**config.mk**
```make
export PLATFORM = sky130hd
export DESIGN_NAME = ps2_host_ctrl
export DESIGN_NICKNAME = d
export VERILOG_FILES = /design/src/rtl/ps2_host_ctrl_pkg.sv /design/src/rtl/ps2_sync_edge.sv /design/src/rtl/ps2_host_ctrl.sv
export SDC_FILE = /design/constraint.sdc
export NUM_CORES = 1
export LEC_CHECK = 0
export ABC_AREA = 1
export ABC_CLOCK_PERIOD_IN_PS = 2000
export BUFFER_PORTS_ARGS = -buffer_cell sky130_fd_sc_hd__buf_2
export CORE_MARGIN = 10
export CORE_UTILIZATION = 40
export DETAILED_ROUTE_END_ITERATION = 16
export PLACE_DENSITY = 0.66
export REMOVE_ABC_BUFFERS = 1
export SYNTH_ARGS = -nofsm -noshare
export SYNTH_HDL_FRONTEND = slang
export SYNTH_SLANG_ARGS = --single-unit
```
**constraint.sdc**
```tcl
create_clock -name clk -period 2 [get_ports clk]
set_input_delay 0.1 -clock clk [delete_from_list [all_inputs] [get_ports clk]]
set_output_delay 0.1 -clock clk [all_outputs]
set_load 0.01 [all_outputs]
```
**src/rtl/ps2_host_ctrl_pkg.sv**
```systemverilog
// Shared PS/2 constants, controller state encoding and the host-to-device frame bit helper.
package ps2_host_ctrl_pkg;

    localparam logic [7:0] SCAN_KEY_UP      = 8'hF0;
    localparam logic [7:0] SCAN_ACK         = 8'hFA;
    localparam logic [7:0] SCAN_RESEND      = 8'hFE;
    localparam logic [7:0] PS2_CMD_SET_LEDS = 8'hED;
    localparam logic [7:0] PS2_CMD_RESET    = 8'hFF;

    typedef enum logic [2:0] {
        ST_IDLE      = 3'd0,
        ST_INHIBIT   = 3'd1,
        ST_RTS       = 3'd2,
        ST_SEND      = 3'd3,
        ST_ACK       = 3'd4,
        ST_WAIT_RESP = 3'd5
    } state_t;

    localparam logic [3:0] BIT_PARITY = 4'd9;

    // Line level for frame position n: 0 start, 1..8 data LSB first, 9 odd parity, else released.
    function automatic logic frame_bit(input logic [7:0] b, input logic [3:0] n);
        logic v;
        v = 1'b1;
        if (n == 4'd0) begin
            v = 1'b0;
        end else if (n <= 4'd8) begin
            v = b[3'(n - 4'd1)];
        end else if (n == BIT_PARITY) begin
            v = ~^b;
        end
        return v;
    endfunction

endpackage

```
**src/rtl/ps2_sync_edge.sv**
```systemverilog
// Two-flop synchronizer for the PS/2 clock and data pins with a clock falling-edge flag.
module ps2_sync_edge (
    input  logic clk,
    input  logic rst,
    input  logic clk_in,
    input  logic data_in,
    output logic clk_fall,
    output logic data_s
);

    logic clk_meta_q, clk_sync_q, clk_prev_q;
    logic data_meta_q, data_sync_q;

    // Reset to the idle-high bus level so leaving reset never looks like an edge.
    always_ff @(posedge clk or posedge rst) begin
        if (rst) begin
            clk_meta_q  <= 1'b1;
            clk_sync_q  <= 1'b1;
            clk_prev_q  <= 1'b1;
            data_meta_q <= 1'b1;
            data_sync_q <= 1'b1;
        end else begin
            clk_meta_q  <= clk_in;
            clk_sync_q  <= clk_meta_q;
            clk_prev_q  <= clk_sync_q;
            data_meta_q <= data_in;
            data_sync_q <= data_meta_q;
        end
    end

    assign clk_fall = clk_prev_q & ~clk_sync_q;
    assign data_s   = data_sync_q;

endmodule

```
**src/rtl/ps2_host_ctrl.sv**
```systemverilog
// PS/2 host-to-device command sender: inhibit, request-to-send, bit shifting, ACK and
// device response handling with bounded resend retries and a per-phase watchdog.
module ps2_host_ctrl
    import ps2_host_ctrl_pkg::*;
#(
    parameter int INHIBIT_CYCLES = 5000,
    parameter int TIMEOUT_CYCLES = 1000000,
    parameter int MAX_RETRIES    = 3
) (
    input  logic       clk,
    input  logic       rst,
    input  logic       ps2_clk_in,
    input  logic       ps2_data_in,
    output logic       ps2_clk_oe,
    output logic       ps2_data_oe,
    input  logic       cmd_valid,
    input  logic [7:0] cmd_byte,
    output logic       cmd_ready,
    input  logic       rx_packet_done,
    input  logic [7:0] rx_byte,
    output logic       rx_hold,
    output logic       busy,
    output logic       done,
    output logic       error,
    output logic [2:0] dbg_state
);

    localparam int CNT_MAX = (TIMEOUT_CYCLES > INHIBIT_CYCLES) ? TIMEOUT_CYCLES : INHIBIT_CYCLES;
    localparam int TW      = $clog2(CNT_MAX + 1);
    localparam int RW      = (MAX_RETRIES > 0) ? $clog2(MAX_RETRIES + 1) : 1;

    localparam logic [TW-1:0] INH_LAST  = TW'(INHIBIT_CYCLES - 1);
    localparam logic [TW-1:0] TO_LAST   = TW'(TIMEOUT_CYCLES - 1);
    localparam logic [RW-1:0] RETRY_MAX = RW'(MAX_RETRIES);

    logic fall, data_s;

    ps2_sync_edge u_sync (
        .clk      (clk),
        .rst      (rst),
        .clk_in   (ps2_clk_in),
        .data_in  (ps2_data_in),
        .clk_fall (fall),
        .data_s   (data_s)
    );

    state_t        state_q, state_d;
    logic [TW-1:0] tmr_q, tmr_d;
    logic [3:0]    n_q, n_d;
    logic [7:0]    byte_q, byte_d;
    logic [RW-1:0] retry_q, retry_d;
    logic          clk_oe_q, clk_oe_d, data_oe_q, data_oe_d;
    logic          ready_q, ready_d, busy_q, busy_d, hold_q, hold_d;
    logic          done_q, done_d, error_q, error_d;
    logic          resend, timed_out;

    // A command is taken when cmd_valid and cmd_ready are both high on a clk edge;
    // cmd_ready is high only in IDLE and an offer while busy is dropped, not queued.
    always_comb begin
        state_d   = state_q;
        tmr_d     = tmr_q + TW'(1);
        n_d       = n_q;
        byte_d    = byte_q;
        retry_d   = retry_q;
        done_d    = 1'b0;
        error_d   = 1'b0;
        resend    = 1'b0;
        timed_out = (tmr_q == TO_LAST) && !fall;

        case (state_q)
            ST_IDLE: begin
                tmr_d = '0;
                if (cmd_valid && ready_q) begin
                    byte_d  = cmd_byte;
                    retry_d = '0;
                    state_d = ST_INHIBIT;
                end
            end
            ST_INHIBIT: begin
                if (tmr_q == INH_LAST) begin
                    state_d = ST_RTS;
                    n_d     = 4'd0;
                end
            end
            ST_RTS: begin
                if (fall) begin
                    state_d = ST_SEND;
                    n_d     = 4'd1;
                end else if (timed_out) begin
                    error_d = 1'b1;
                    state_d = ST_IDLE;
                end
            end
            ST_SEND: begin
                if (fall) begin
                    n_d = n_q + 4'd1;
                    if (n_q == BIT_PARITY) state_d = ST_ACK;
                end else if (timed_out) begin
                    error_d = 1'b1;
                    state_d = ST_IDLE;
                end
            end
            ST_ACK: begin
                if (fall) begin
                    if (!data_s) state_d = ST_WAIT_RESP;
                    else         resend  = 1'b1;
                end else if (timed_out) begin
                    error_d = 1'b1;
                    state_d = ST_IDLE;
                end
            end
            ST_WAIT_RESP: begin
                if (rx_packet_done) begin
                    if (rx_byte == SCAN_ACK) begin
                        done_d  = 1'b1;
                        state_d = ST_IDLE;
                    end else if (rx_byte == SCAN_RESEND) begin
                        resend = 1'b1;
                    end else begin
                        error_d = 1'b1;
                        state_d = ST_IDLE;
                    end
                end else if (timed_out) begin
                    error_d = 1'b1;
                    state_d = ST_IDLE;
                end
            end
            default: state_d = ST_IDLE;
        endcase

        if (resend) begin
            if (retry_q < RETRY_MAX) begin
                retry_d = retry_q + RW'(1);
                state_d = ST_INHIBIT;
            end else begin
                error_d = 1'b1;
                state_d = ST_IDLE;
            end
        end

        if ((state_d != state_q) || (fall && state_q != ST_IDLE && state_q != ST_INHIBIT)) begin
            tmr_d = '0;
        end

        // Pin drives are decoded from next state so they leave a flop glitch-free.
        clk_oe_d = (state_d == ST_INHIBIT);
        case (state_d)
            ST_INHIBIT: data_oe_d = (tmr_d == INH_LAST);
            ST_RTS:     data_oe_d = 1'b1;
            ST_SEND:    data_oe_d = ~frame_bit(byte_d, n_d);
            default:    data_oe_d = 1'b0;
        endcase

        ready_d = (state_d == ST_IDLE);
        busy_d  = (state_d != ST_IDLE);
        hold_d  = (state_d inside {ST_INHIBIT, ST_RTS, ST_SEND, ST_ACK}) || error_d;
    end

    always_ff @(posedge clk or posedge rst) begin
        if (rst) begin
            state_q   <= ST_IDLE;
            tmr_q     <= '0;
            n_q       <= 4'd0;
            byte_q    <= 8'h00;
            retry_q   <= '0;
            clk_oe_q  <= 1'b0;
            data_oe_q <= 1'b0;
            ready_q   <= 1'b0;
            busy_q    <= 1'b0;
            hold_q    <= 1'b0;
            done_q    <= 1'b0;
            error_q   <= 1'b0;
        end else begin
            state_q   <= state_d;
            tmr_q     <= tmr_d;
            n_q       <= n_d;
            byte_q    <= byte_d;
            retry_q   <= retry_d;
            clk_oe_q  <= clk_oe_d;
            data_oe_q <= data_oe_d;
            ready_q   <= ready_d;
            busy_q    <= busy_d;
            hold_q    <= hold_d;
            done_q    <= done_d;
            error_q   <= error_d;
        end
    end

    assign ps2_clk_oe  = clk_oe_q;
    assign ps2_data_oe = data_oe_q;
    assign cmd_ready   = ready_q;
    assign busy        = busy_q;
    assign rx_hold     = hold_q;
    assign done        = done_q;
    assign error       = error_q;
    assign dbg_state   = state_q;

endmodule

```
## Word level (Yosys, flattened, before mapping)

Index checks and enable logic that the tools add are counted.

- $add $sub $neg: 4
- Order comparisons: 3
- Equality and inequality tests: 18
- Multiplexer cells: 50
- Bitwise gates (word level): 3
- Reduce and logical (&&, ||, !) cells: 15

Operators by type and width:

| operator | number |
|---|---|
| equality test 20 x 13 -> 1 bit, second input constant | 2 |
| two-way mux 20 bit | 2 |
| two-way mux 3 bit | 12 |
| two-way mux 1 bit | 21 |
| adder 20 x 1 -> 20 bit, second input constant | 1 |
| equality test 20 bit, second input constant | 1 |
| one-hot mux 3 bit (6 select lines) | 1 |
| equality test 8 bit, second input constant | 2 |
| two-way mux 8 bit | 2 |
| equality test 3 x 2 -> 1 bit, second input constant | 4 |
| two-way mux 4 bit | 3 |
| one-hot mux 4 bit (3 select lines) | 1 |
| equality test 3 bit, second input constant | 3 |
| equality test 4 bit, second input constant | 2 |
| two-way mux 2 bit | 4 |
| XNOR reduction 8 bit | 1 |
| equality test 3 x 1 -> 1 bit, second input constant | 2 |
| logical NOT 3 bit | 2 |
| nonzero test 3 bit | 2 |
| adder 4 x 1 -> 4 bit, second input constant | 1 |
| <= comparator 4 bit, second input constant | 1 |
| logical AND 1 bit | 4 |
| logical NOT 4 bit | 1 |
| less-than comparator 3 x 4 -> 1 bit, second input constant | 1 |
| other kinds (14) | 17 |

- Flip-flop bits (word level): 49
- Input port bits: 22
- Output and inout bits: 10
- Word-level logic and storage cells: 110

## Depth between registers and ports, before layout

Gate-level depths: netlist (run 1).

- Word-level depth: 13
- Depth in mapped cells: 22
- Gate-level depth less buffers: 21

## Hierarchy

From an unflattened synthesis (run 1), not the netlist that was laid out.

- Cells, all modules: 486
- Area total of the unflattened synthesis: 3379.5 sq um

By module, submodules not included:

| module | times used | cells each | area an instance (sq um) | sequential area each (sq um) |
|---|---|---|---|---|
| ps2_host_ctrl | 1 | 478 | 3234.4 | 1101.1 |
| ps2_sync_edge | 1 | 8 | 145.1 | 131.4 |

## Least setup slack after synthesis (run 1)

Ideal clock, no wire load.

- Path kind: register to register
- Start: reg tmr_q[0]
- End: reg data_oe_q, in the netlist ps2_data_oe
- Setup time: 116 ps
- Data arrival time: 1985 ps
- Data required time: 1884 ps
- Path slack: -101 ps
- Stages on the path, launching flop included: 19
- Path buffers: 0
- Period minus slack after synthesis: 2101 ps
- Cells stage by stage: dfrtp_1 ha_1 nand2_1 inv_1 nand2_1 nor2_1 nand3_1 nand2_1 nand2_2 a21oi_1 ha_1 a21oi_1 o21ai_0 o21ai_0 nand2_1 nand2_1 nand2_1 nand2_1 nand2_1

- Longest elaborated chain between the ends: 11
- Elaborated cells on any way between the ends: 34
- Classes of those cells: add/sub: 2; order compare: 1; eq/ne: 8; mux: 19; bitwise: 1; reduce/logical: 3

Ends and longest elaborated chain:

| item | RTL line | source |
|---|---|---|
| from (decl) | ps2_host_ctrl.sv:48 | `logic [TW-1:0] tmr_q, tmr_d;` |
| from (signal assigned) | ps2_host_ctrl.sv:175 | `tmr_q <= tmr_d;` |
| equality test 20 x 13 -> 1 bit / equality test 20 bit (equally long branches) | ps2_host_ctrl.sv:80, ps2_host_ctrl.sv:68 |  |
| two-way mux 4 bit / logical AND 1 bit (equally long branches) | ps2_host_ctrl.sv:80, ps2_host_ctrl.sv:68 |  |
| one-hot mux 4 bit (3 select lines) / two-way mux 3 bit (equally long branches) | - |  |
| subtractor 3 x 1 -> 3 bit (tied with other cells) | ps2_host_ctrl_pkg.sv:28 | `v = b[3'(n - 4'd1)];` |
| binary-select mux 1 bit (select 3 bit) / one-hot mux 3 bit (6 select lines) (equally long branches) | ps2_host_ctrl_pkg.sv:28, ps2_host_ctrl.sv:70 |  |
| two-way mux 1 bit (implied by the code) / two-way mux 3 bit (equally long branches) | ps2_host_ctrl_pkg.sv:28, ps2_host_ctrl.sv:131 |  |
| two-way mux 1 bit / != test 3 bit (equally long branches) | ps2_host_ctrl_pkg.sv:27, ps2_host_ctrl.sv:141 |  |
| two-way mux 1 bit / logical OR 1 bit (equally long branches) | ps2_host_ctrl_pkg.sv:25, ps2_host_ctrl.sv:141 |  |
| two-way mux 1 bit / two-way mux 20 bit (equally long branches) | ps2_host_ctrl.sv:147, ps2_host_ctrl.sv:141 |  |
| inverter 1 bit / equality test 20 x 13 -> 1 bit (equally long branches) | ps2_host_ctrl.sv:150, ps2_host_ctrl.sv:148 |  |
| one-hot mux 1 bit (3 select lines) (*) | ps2_host_ctrl.sv:147 | `case (state_d)` |
| net data_oe_d | ps2_host_ctrl.sv:52 | `logic clk_oe_q, clk_oe_d, data_oe_q, data_oe_d;` |
| to (signal assigned) | ps2_host_ctrl.sv:180 | `data_oe_q <= data_oe_d;` |
| to (decl) | ps2_host_ctrl.sv:52 |  |

The timed path passes the listed nets; every way through them passes the cells marked *. The select of a mux whose other input is x is not followed.

## Worst setup path after layout (run 1)

- Start: reg state_q[0], in the netlist dbg_state[0]
- End: reg tmr_q[9]

- Longest elaborated chain between the ends: 8
- Elaborated cells on any way between the ends: 28
- Classes of those cells: eq/ne: 7; mux: 16; reduce/logical: 5

Ends and longest elaborated chain:

| item | RTL line | source |
|---|---|---|
| from (decl) | ps2_host_ctrl.sv:47 | `state_t state_q, state_d;` |
| from (signal assigned) | ps2_host_ctrl.sv:174 | `state_q <= state_d;` |
| two-way mux 3 bit | ps2_host_ctrl.sv:117 | `end else if (rx_byte == SCAN_RESEND) begin` |
| two-way mux 3 bit | ps2_host_ctrl.sv:114 | `if (rx_byte == SCAN_ACK) begin` |
| two-way mux 3 bit | ps2_host_ctrl.sv:113 | `if (rx_packet_done) begin` |
| one-hot mux 3 bit (6 select lines) | ps2_host_ctrl.sv:70 | `case (state_q)` |
| two-way mux 3 bit | ps2_host_ctrl.sv:131 | `if (resend) begin` |
| != test 3 bit | ps2_host_ctrl.sv:141 | `if ((state_d != state_q) \|\| (fall && state_q != ST_IDLE && state_q != ST_INHIBIT)) begin` |
| logical OR 1 bit | ps2_host_ctrl.sv:141 |  |
| two-way mux 20 bit (*) | ps2_host_ctrl.sv:141 |  |
| net tmr_d[9] | ps2_host_ctrl.sv:48 |  |

The timed path passes the listed nets; every way through them passes the cells marked *.

==> flow_summary.yaml, run 1 <==
cells_and_area:
  postLayoutCoreUtil_pct: 61.77
  syn_to_final_growth_pct: 50.65
  finish.net_count: 641
  layout.cell_area.non_filler_sq_um: 5050
  fin_cells: 718
  drive_gt1_share_pct: 46.49
  diodes: 0
synth:
  synth_largest_type_area_fraction_pct: 32.85
  synth.largest_area_cell: "sky130_fd_sc_hd__dfrtp_1"
  netlist_instances: 464
  synth_ff_type: "sky130_fd_sc_hd__dfrtp_1"
  fraction_of_registers_with_async_set_reset_pct: 100.0
  netlist_area_sq_um: 3352
  synth_seq_area_share_pct: 36.77
  yosys_warnings: 0
  synth.distinct_cells: 36
  synth-edff-count: 0
  yosys_register_bits: 49
  mean_post_synth_cell_area_sq_um: 7.224
  synth.top_cells.by_area: "sky130_fd_sc_hd__dfrtp_1, sky130_fd_sc_hd__nand2_1, sky130_fd_sc_hd__inv_1"
critical_path:
  timing.critical_path.arrival_ns: 2.56
  cp.required_ns: 2.25
  worst_r2r_path_depth: 14
  path_class: "reg2reg"
  timing.critical_path.slowest_cell_delay_ns: 0.48
  critPathLaunchType: "register"
  critical-path-top-delay-family: "simple AND/OR/NAND/NOR gates"
  timing.critical_path.fanout_max: 7
  rr_startpoint: "dbg_state[0]"
  path_buf_inv: 4
  critical_path.most_common_cell: "sky130_fd_sc_hd__nand2_1"
  path_depth: 14
  critical_path.reg2reg.endpoint: "tmr_q[9]"
  path_cells: "inv_2 > nor2_2 > nand2_1 > inv_1 > buf_4 > o21ai_1 > nand2_1 > nand2_1 > nand2_2 > nand2_4 > a21oi_4 > nand2_8 > buf_12 > nor3_4"
  setup.reg_to_reg.worst_slack_ns: -0.31
  endpoint_kind: "register"
  worst_path_slowest_cell: "sky130_fd_sc_hd__dfrtp_1"
die:
  die_h_um: 111.5
  floorplan.die.width_um: 111.5
  fp.dieArea_sq_um: 12440
  core-area_sq_um: 8175
  num_io_pins: 32
  initial_utilization_pct: 41.00
  floorplan.rows: 33
clock_network:
  clkSlewWorstSetupHoldPaths_ns: 0.10
  max-clock-path-buffers: 2
  root_buffer: "sky130_fd_sc_hd__clkbuf_8"
  tritoncts: "yes"
  cts_inserted_buffers: 5
  cts_num_sinks: 49
  number_of_h_tree_levels: 2
  clkLatencyLatePin_ns: 0.32
timing:
  slew_of_the_pin_with_the_lowest_slew_margin_ns: 0.5864
  maxSlewHeadroom_pct: 60.85
  fmax_mhz: 433.4
  min_period_over_period_pct: 115.4
  worst_hold_margin_ns: 0.04603
  drv_slew: 0
  grt_setup_unrepaired: "true"
  worst_clock_skew_ns: 0.01020
  setup_viol: 23
  hold_violations: 0
  worst_slack_ns: -0.3072
  minimum_clock_period_ns: 2.307
flow_run:
  max_cap_violations: 0
global_routing:
  grt_usage_pct: 14.59
  grt_start_max_net_pins: 27
  globalRoute.totalOverflow: 0
  global_route_wire_length_before_repair_um: 15480
  first_global_vias: 3455
  grt_antenna_before_repair: 0
place:
  placed_cell_area_sq_um: 4317
  placed_cells: 688
  place.port_buffers: 31
  routability_congestion_estimate: 0.8755
  hpwlAfterDp_um: 6914
outcome:
  failed_checks: "negative setup slack"
  status: "complete, but fails checks"
worst_hold_path:
  hold_path_end: "byte_q[2]"
  hold_depth: 3
  hp-class: "in2reg"
  start_point_of_the_worst_min_delay_path: "cmd_byte[2]"
routing:
  remaining_routing_drc_violations: 0
  first_pass_iteration_count_of_the_detailed_router: 4
  detail_route.wl_per_cell_um: 13.58
  ant_nets: 0
  detail_route.iter0.violations: 144
  via_count: 3486
  overall_routed_net_length_um: 9748
  drt-vias-per-instance: 4.855
pwr:
  vdd.ir_drop.worst_mv: 0.2087
  power.static_leakage_nw: 2.622
  pwr_density_cell_nw_per_um2: 363.6
[routing by layer]
layer  GRT usage, %  share of wire (%)  vias to the layer above
met5              0                  0                        -
met4          4.542                1.8                        0
met3          3.113                3.1                       18
met2          27.75                 57                       41
met1          15.58                 39                     1675
li1               -                  -                     1752
[repair_timing]
item,CTS,global route
pin swaps,18,23
setup endpoints to repair,24,27
hold buffers,4,0
setup buffers,8,12
endpoints found under the hold margin,26,0
gates resized for setup,58,54
cloned,0,0
[cells by family (layout without fill, tap and decap cells)]
group           after synthesis  after routing  synth area share, %
simple gates                274            274                40.54
buf+inv                      85            234                10.68
flops                        49             49                36.77
compound gates               41             41                7.316
xor+xnor                      8              8                2.090
fa+ha+maj                     7              7                2.613
[cell usage after synthesis (2+ instances only)]
master	number
sky130_fd_sc_hd__nand2_1	121
sky130_fd_sc_hd__o21bai_1	2
sky130_fd_sc_hd__ha_1	7
sky130_fd_sc_hd__nor4_1	2
sky130_fd_sc_hd__nor2_4	4
sky130_fd_sc_hd__dfstp_2	5
sky130_fd_sc_hd__buf_6	3
sky130_fd_sc_hd__xnor2_1	4
sky130_fd_sc_hd__nand3_2	2
sky130_fd_sc_hd__nor2_2	6
sky130_fd_sc_hd__xor2_1	4
sky130_fd_sc_hd__o21ai_1	5
sky130_fd_sc_hd__nand4_1	12
sky130_fd_sc_hd__inv_2	11
sky130_fd_sc_hd__inv_1	69
sky130_fd_sc_hd__nor3_1	10
sky130_fd_sc_hd__nand2_4	9
sky130_fd_sc_hd__nand3_1	27
sky130_fd_sc_hd__o21ai_2	5
sky130_fd_sc_hd__dfrtp_1	44
sky130_fd_sc_hd__a21oi_1	6
sky130_fd_sc_hd__nor3_2	6
sky130_fd_sc_hd__nand2_2	20
sky130_fd_sc_hd__o22ai_1	2
sky130_fd_sc_hd__nor2_1	51
sky130_fd_sc_hd__o21ai_0	17
[where the power goes]
part	total [W]	internal [W]	switching, W
Clock	0.000739	0.000376	0.000363
Sequential	0.00100	0.000999	0.00000438
Combinational	0.0000938	0.0000430	0.0000508
Total	0.00184	0.00142	0.000418
[worst min-delay path, cell delays in order]
cell	delay [ns]
sky130_fd_sc_hd__buf_2	0.10
sky130_fd_sc_hd__nand2_4	0.05
sky130_fd_sc_hd__nand2_4	0.08
[per-stage QoR]
stage / setup slack [ns] / total power (W) / setup TNS [ns]
floorplan: -0.1011 / 0.001051 / -0.1011
global placement: -0.1818 / 0.001095 / -0.9402
detailed placement: -0.2084 / 0.001098 / -1.779
CTS: -0.1792 / 0.001849 / -1.500
global route: -0.4892 / 0.001912 / -7.379
finish: -0.3072 / 0.001836 / -4.464
[placed cells by master (no fill, tap or decap), types with 15 or more instances in the layout]
master / count
sky130_fd_sc_hd__buf_2: 31
sky130_fd_sc_hd__buf_4: 97
sky130_fd_sc_hd__dfrtp_1: 42
sky130_fd_sc_hd__inv_1: 59
sky130_fd_sc_hd__inv_2: 20
sky130_fd_sc_hd__nand2_1: 106
sky130_fd_sc_hd__nand2_2: 28
sky130_fd_sc_hd__nand2_4: 15
sky130_fd_sc_hd__nand3_1: 19
sky130_fd_sc_hd__nor2_1: 41
[cell type report]
cell class | instances | area (sq um)
fillers | 678 | 3126
well taps | 105 | 131.4
repair buffers | 146 | 1107
flip-flops and latches | 49 | 1235
clock inverters | 2 | 38.79
inverters | 80 | 302.8
multi-input cells | 330 | 2162
clock buffers | 6 | 72.57
[sequential cells by signal, summed over array words and instances (netlist names)]
signal,count
busy,1
byte_q,8
cmd_ready,1
dbg_state,3
done,1
error,1
n_q,4
ps2_clk_oe,1
ps2_data_oe,1
retry_q,2
rx_hold,1
tmr_q,20
u_sync.clk_meta_q,1
u_sync.clk_prev_q,1
u_sync.clk_sync_q,1
u_sync.data_meta_q,1
u_sync.data_s,1
[how the worst max path moves through the flow]
stage	from	endpoint	slack, ns
2_1_floorplan	tmr_q[0]	ps2_data_oe	-0.10
3_3_place_gp	u_sync.clk_prev_q	ps2_data_oe	-0.18
3_5_place_dp	u_sync.clk_sync_q	ps2_data_oe	-0.21
4_1_cts	tmr_q[0]	ps2_data_oe	-0.18
5_1_grt	tmr_q[1]	ps2_data_oe	-0.49
6_report	dbg_state[0]	tmr_q[9]	-0.31
(Power assumes the default switching activity.)
==> inputs of run 2 (changes only) <==
- ABC_CLOCK_PERIOD_IN_PS: 2000 -> 2100
- CTS_BUF_LIST: default -> sky130_fd_sc_hd__clkbuf_16
- PLACE_DENSITY: 0.66 -> default
- clock period: 2 -> 2.1 ns (I/O delays scaled with it)
==> run 2 against run 1 <==
  * The flow still finishes with violations (negative setup slack)
  * Sequential share of layout area grew 1.7 points
  * Sequential cell count is the same
  * Combinational power shrank 9.1%
  * Power grew 0.76%
  * Hold slack gained 0.017 ns
  * Die area is the same
  * Clock power grew 9.5%
  * Final cell count shrank 3.5%
==> flow_summary.yaml, run 2 (same netlist as run 1, synthesis figures left out) <==
critical_path:
  path_buf_inv: 1
  setup.worst_path.end: "ps2_data_oe"
  cp.required_ns: 2.29
  timing.critical_path.slowest_cell_delay_ns: 0.38
  worst_r2r_path_depth: 19
  critical_path.most_common_cell: "sky130_fd_sc_hd__nand2_1"
  worst_path_slowest_cell: "sky130_fd_sc_hd__dfrtp_1"
  path_class: "reg2reg"
  critPathLaunchType: "register"
  rr_startpoint: "tmr_q[1]"
  timing.critical_path.arrival_ns: 2.34
  critical_path.reg2reg.endpoint: "ps2_data_oe"
  endpoint_kind: "register"
  timing.critical_path.fanout_max: 4
  setup.reg_to_reg.worst_slack_ns: -0.05
  critical-path-top-delay-family: "simple AND/OR/NAND/NOR gates"
  crit_start: "tmr_q[1]"
  path_depth: 19
  path_cells: "ha_2 > nand2_2 > nor2_2 > nand2_2 > inv_2 > nand3_4 > nand2_2 > nand2_1 > nand2_2 > nand2_1 > nand2_1 > nand2_2 > nand2_4 > a21oi_4 > nand3_2 > nand2_1 > nor2_1 > nand2_1 > nand2_1"
routing:
  ant_nets: 0
  overall_routed_net_length_um: 9186
  detail_route.wl_per_cell_um: 13.26
  first_pass_iteration_count_of_the_detailed_router: 4
  remaining_routing_drc_violations: 0
  detail_route.iter0.violations: 150
  via_count: 3341
  drt-vias-per-instance: 4.821
cells_and_area:
  syn_to_final_growth_pct: 40.87
  diodes: 0
  layout_top_registers: "tmr_q: 20 flops, byte_q: 8 flops, n_q: 4 flops"
  finish.net_count: 616
  number_of_flip_flops_under_the_largest_register_name: 20
  max_flop_register: "tmr_q"
  drive_gt1_share_pct: 42.69
  final_common_cell: "sky130_fd_sc_hd__nand2_1"
  most_frequent_cells_in_the_layout: "sky130_fd_sc_hd__nand2_1, sky130_fd_sc_hd__buf_4, sky130_fd_sc_hd__inv_1"
  fillCellCount: 737
timing:
  worst_slack_ns: -0.05282
  drv_slew: 0
  min_period_over_period_pct: 102.5
  fmax_mhz: 464.5
  minimum_clock_period_ns: 2.153
  hold_violations: 0
  maxSlewHeadroom_pct: 60.48
  setup_viol: 8
  grt_setup_unrepaired: "true"
  slew_of_the_pin_with_the_lowest_slew_margin_ns: 0.5920
  worst_hold_margin_ns: 0.06253
  worst_clock_skew_ns: 0.006518
clock_network:
  cts_num_sinks: 49
  number_of_h_tree_levels: 2
  root_buffer: "sky130_fd_sc_hd__clkbuf_16"
  clkSlewWorstSetupHoldPaths_ns: 0.07
  clkLatencyLatePin_ns: 0.29
  max-clock-path-buffers: 2
  cts_inserted_buffers: 5
  tritoncts: "yes"
flow_run:
  max_cap_violations: 0
place:
  hpwlAfterDp_um: 6893
  place.port_buffers: 31
  dpl_worst_slack_ns: -0.1030
  routability_congestion_estimate: 0.9376
global_routing:
  grt_usage_pct: 13.85
  globalRoute.totalOverflow: 0
  grt_antenna_before_repair: 0
  grt_start_max_net_pins: 26
  global_route_wire_length_before_repair_um: 14610
  first_global_vias: 3213
die:
  fp.dieArea_sq_um: 12440
  core-area_sq_um: 8175
  floorplan.die.width_um: 111.5
  floorplan.rows: 33
  die_h_um: 111.5
  num_io_pins: 32
  initial_utilization_pct: 41.00
worst_hold_path:
  hp-class: "in2reg"
outcome:
  failed_checks: "negative setup slack"
  status: "complete, but fails checks"
pwr:
  pwr_density_cell_nw_per_um2: 391.8
  vdd.ir_drop.worst_mv: 0.2722
  power.static_leakage_nw: 2.465
-- run 2: worst reg2reg max path, cell delays in order (launching register included) --
cell                      delay, ns
sky130_fd_sc_hd__dfrtp_1       0.38
sky130_fd_sc_hd__ha_2          0.19
sky130_fd_sc_hd__nand2_2       0.08
sky130_fd_sc_hd__nor2_2        0.05
sky130_fd_sc_hd__nand2_2       0.10
sky130_fd_sc_hd__inv_2         0.06
sky130_fd_sc_hd__nand3_4       0.09
sky130_fd_sc_hd__nand2_2       0.06
sky130_fd_sc_hd__nand2_1       0.07
sky130_fd_sc_hd__nand2_2       0.07
sky130_fd_sc_hd__nand2_1       0.06
sky130_fd_sc_hd__nand2_1       0.06
sky130_fd_sc_hd__nand2_2       0.08
sky130_fd_sc_hd__nand2_4       0.08
sky130_fd_sc_hd__a21oi_4       0.24
sky130_fd_sc_hd__nand3_2       0.13
sky130_fd_sc_hd__nand2_1       0.09
sky130_fd_sc_hd__nor2_1        0.05
sky130_fd_sc_hd__nand2_1       0.07
sky130_fd_sc_hd__nand2_1       0.05
-- run 2: how the worst min path moves through the flow --
stage	from	endpoint	slack [ns]	cells after the start
floorplan	ps2_clk_in	u_sync.clk_meta_q	0.11	0
detailed placement	rst	n_q[1]	0.21	2
global route	cmd_byte[4]	byte_q[4]	0.09	3
finish	cmd_byte[4]	byte_q[4]	0.06	3
global placement	rst	n_q[1]	0.20	2
CTS	cmd_byte[4]	byte_q[4]	0.06	3
-- run 2: power breakdown --
| part | total (W) | internal (W) | leakage, nW | switching [W] |
|---|---|---|---|---|
| registers | 0.000956 | 0.000952 | 0.596 | 0.00000358 |
| clock network | 0.000809 | 0.000438 | 0.0712 | 0.000371 |
| logic | 0.0000853 | 0.0000389 | 1.80 | 0.0000464 |
-- run 2: metal layers --
| layer | track usage, % | vias to the layer above | wire, um |
|---|---|---|---|
| li1 | - | 1707 | - |
| met1 | 15.39 | 1573 | 3886 |
| met2 | 26.10 | 48 | 4929 |
| met3 | 1.986 | 13 | 225 |
| met4 | 4.799 | 0 | 144 |
| met5 | 0 | - | 0 |
-- run 2: layout make-up --
class | count | area [sq um] | share of cell area, %
clock buffer | 5 | 125.1 | 2.650
clock inverter | 3 | 17.52 | 0.3710
inverter | 80 | 300.3 | 6.359
multi-input combinational | 331 | 2013 | 42.63
sequential | 49 | 1236 | 26.18
tap | 105 | 131.4 | 2.782
timing repair buffer | 120 | 898.4 | 19.02
-- run 2: timing repair --
| action | 4_1_cts | 5_1_grt |
|---|---|---|
| hold buffers | 4 | 0 |
| gates resized for setup | 24 | 49 |
| endpoints found under the setup margin | 16 | 25 |
| buffers inserted | 2 | 16 |
| gates cloned | 1 | 0 |
| endpoints found under the hold margin | 22 | 0 |
| pin swaps | 8 | 29 |
-- run 2: metrics by stage --
stage                     cells   TNS [ns]  cell area [sq um]  total power, W  utilization [%]
after floorplan             459  -0.001143               3294        0.001001                -
after global placement      667   -0.09668               4159        0.001042            50.87
after detailed placement    667    -0.9236               4159        0.001044            50.87
after CTS                   682   -0.03660               4471        0.001871            54.68
after global routing        693     -2.127               4722        0.001915            57.76
final                       693    -0.1389               4722        0.001850            57.76
==> inputs of run 3 (changes only) <==
- CELL_PAD_IN_SITES_DETAIL_PLACEMENT: default -> 1
- CELL_PAD_IN_SITES_GLOBAL_PLACEMENT: default -> 1
- CORE_UTILIZATION: 40 -> 39
- PLACE_DENSITY_LB_ADDON: default -> 0.1
==> run 3 against run 2 <==
  * The run still ends with negative setup slack left
  * Critical path depth is the same
  * Sequential share of layout area shrank 1.7 points
  * Sequential power is essentially flat
  * Combinational power shrank 2%
  * Register-to-register slack lost 0.26 ns
  * Fmax shrank 11%
  * Hold slack gained 0.014 ns
  * Critical path type unchanged
  * Largest cell class unchanged
==> flow_summary.yaml, run 3 (same netlist as run 1, synthesis figures left out) <==
cells_and_area:
  finish.net_count: 640
  drive_gt1_share_pct: 46.73
  number_of_flip_flops_under_the_largest_register_name: 20
  fillCellCount: 1046
  layout_top_registers: "tmr_q: 20 flops, byte_q: 8 flops, n_q: 4 flops"
  syn_to_final_growth_pct: 50.77
  max_flop_register: "tmr_q"
  most_frequent_cells_in_the_layout: "sky130_fd_sc_hd__nand2_1, sky130_fd_sc_hd__buf_4, sky130_fd_sc_hd__inv_1"
  diodes: 0
  final_common_cell: "sky130_fd_sc_hd__nand2_1"
  area_of_combinational_cells_with_multiple_inputs_sq_um: 2133
  seq_area_sq_um: 1235
routing:
  drt-vias-per-instance: 5.096
  ant_nets: 0
  detail_route.wl_per_cell_um: 18.22
  via_count: 3654
  overall_routed_net_length_um: 13070
  remaining_routing_drc_violations: 0
  first_pass_iteration_count_of_the_detailed_router: 4
  detail_route.iter0.violations: 174
pwr:
  pwr_density_cell_nw_per_um2: 392.7
  p_total_w: 0.001984
  power.static_leakage_nw: 2.643
  vdd.ir_drop.worst_mv: 0.3174
die:
  initial_utilization_pct: 40.39
  die_h_um: 112.7
  core-area_sq_um: 8299
  floorplan.die.width_um: 112.7
  fp.dieArea_sq_um: 12700
  num_io_pins: 32
  floorplan.rows: 33
clock_network:
  tritoncts: "yes"
  clkLatencyLatePin_ns: 0.29
  cts_num_sinks: 49
  root_buffer: "sky130_fd_sc_hd__clkbuf_16"
  cts_inserted_buffers: 5
  max-clock-path-buffers: 2
  number_of_h_tree_levels: 2
  clkSlewWorstSetupHoldPaths_ns: 0.07
outcome:
  failed_checks: "negative setup slack"
  status: "complete, but fails checks"
critical_path:
  timing.critical_path.fanout_max: 4
  setup.reg_to_reg.worst_slack_ns: -0.32
  worst_r2r_path_depth: 19
  cp.required_ns: 2.33
  timing.critical_path.arrival_ns: 2.65
  path_class: "reg2reg"
  critPathLaunchType: "register"
  endpoint_kind: "register"
  rr_startpoint: "tmr_q[1]"
  critical_path.reg2reg.endpoint: "ps2_data_oe"
place:
  hpwlAfterDp_um: 8553
  place.port_buffers: 31
  routability_congestion_estimate: 0.8672
global_routing:
  first_global_vias: 3990
  grt_usage_pct: 18.55
  global_route.usage.met1_pct: 20.24
  globalRoute.busiestLayer: "met2"
  globalRoute.totalOverflow: 0
  grt_start_max_net_pins: 22
  global_route_wire_length_before_repair_um: 19610
  grt_util_met2_pct: 36.29
  grt.met3_usage_pct: 2.060
  grt_antenna_before_repair: 0
timing:
  hold_violations: 0
  drv_slew: 0
  minimum_clock_period_ns: 2.416
  final.setup.tns_ns: -2.718
  worst_clock_skew_ns: 0.005642
  maxSlewHeadroom_pct: 63.87
  min_period_over_period_pct: 115.0
  worst_slack_ns: -0.3158
  grt_setup_unrepaired: "true"
  slew_of_the_pin_with_the_lowest_slew_margin_ns: 0.5412
  fmax_mhz: 413.9
  setup_viol: 21
worst_hold_path:
  hold_depth: 3
  start_point_of_the_worst_min_delay_path: "cmd_byte[2]"
  hp-class: "in2reg"
  hold_path_end: "byte_q[2]"
flow_run:
  max_cap_violations: 0
## run 3: changes by cell type in the layout (fill, tap and decap cells not counted), sizes merged
cell / change
buf: +24
bufinv: +1
clkinv: -2
clkinvlp: +1
## run 3: per-layer routing
metal,vias up,wire length [um]
met5,-,0
met4,0,346
met3,29,274
met2,58,7277
met1,1812,5169
li1,1755,-
## run 3: worst max path at each step
stage / startpoint / to / depth (start not counted) / slack (ns)
2_1_floorplan: tmr_q[0] / ps2_data_oe / 18 / -0.001
3_3_place_gp: dbg_state[2] / ps2_data_oe / 19 / -0.15
3_5_place_dp: dbg_state[2] / ps2_data_oe / 16 / -0.25
4_1_cts: dbg_state[1] / ps2_data_oe / 22 / -0.16
5_1_grt: tmr_q[1] / ps2_data_oe / 20 / -0.48
6_report: tmr_q[1] / ps2_data_oe / 19 / -0.32
## run 3: area by class of cell
cell class | instances | share of cell area [%]
Clock buffer | 5 | 2.476
Multi-Input combinational cell | 331 | 42.21
Clock inverter | 3 | 0.8170
Sequential cell | 49 | 24.44
Inverter | 80 | 6.091
Timing Repair Buffer | 144 | 21.37
Tap cell | 105 | 2.600
## run 3: what timing repair did
action,4_1_cts,5_1_grt
endpoints found under the setup margin,19,26
resized for setup,41,71
hold endpoints to repair,22,0
hold buffers,4,0
buffers inserted,14,8
cloned,2,0
pin swaps,23,29
## run 3: worst max-delay path: stages (launching register included)
cell and delay, ns:
sky130_fd_sc_hd__dfrtp_1 0.37, sky130_fd_sc_hd__ha_2 0.22, sky130_fd_sc_hd__nand2_4 0.07, sky130_fd_sc_hd__inv_2 0.05, sky130_fd_sc_hd__nand2_1 0.05, sky130_fd_sc_hd__nor2_2 0.12, sky130_fd_sc_hd__nand3_2 0.10, sky130_fd_sc_hd__nand2_2 0.11
sky130_fd_sc_hd__nand2_4 0.08, sky130_fd_sc_hd__a21oi_4 0.20, sky130_fd_sc_hd__ha_4 0.24, sky130_fd_sc_hd__a21oi_2 0.12, sky130_fd_sc_hd__nand2_1 0.10, sky130_fd_sc_hd__nand3_2 0.08, sky130_fd_sc_hd__nand2_1 0.06, sky130_fd_sc_hd__nand2_1 0.06
sky130_fd_sc_hd__nand2_1 0.06, sky130_fd_sc_hd__nand2_1 0.09, sky130_fd_sc_hd__nand2_1 0.07, sky130_fd_sc_hd__nand2_1 0.08
## run 3: through the flow
stage               hold slack (ns)  instance area [sq um]  utilization [%]  cells  setup WS [ns]
floorplan                    0.1095                   3294                -    459      -0.001143
global placement             0.1603                   4239            51.08    681        -0.1496
detailed placement           0.1800                   4239            51.08    681        -0.2456
CTS                         0.07373                   4741            57.12    709        -0.1584
global route                0.09115                   5054            60.89    717        -0.4774
finish                      0.07661                   5054            60.89    717        -0.3158
## run 3: power by group
group	total [W]	internal (W)	switching (W)
Sequential	0.000954	0.000952	0.00000272
Clock	0.000947	0.000559	0.000387
Combinational	0.0000833	0.0000336	0.0000497
Total	0.00198	0.00154	0.000440
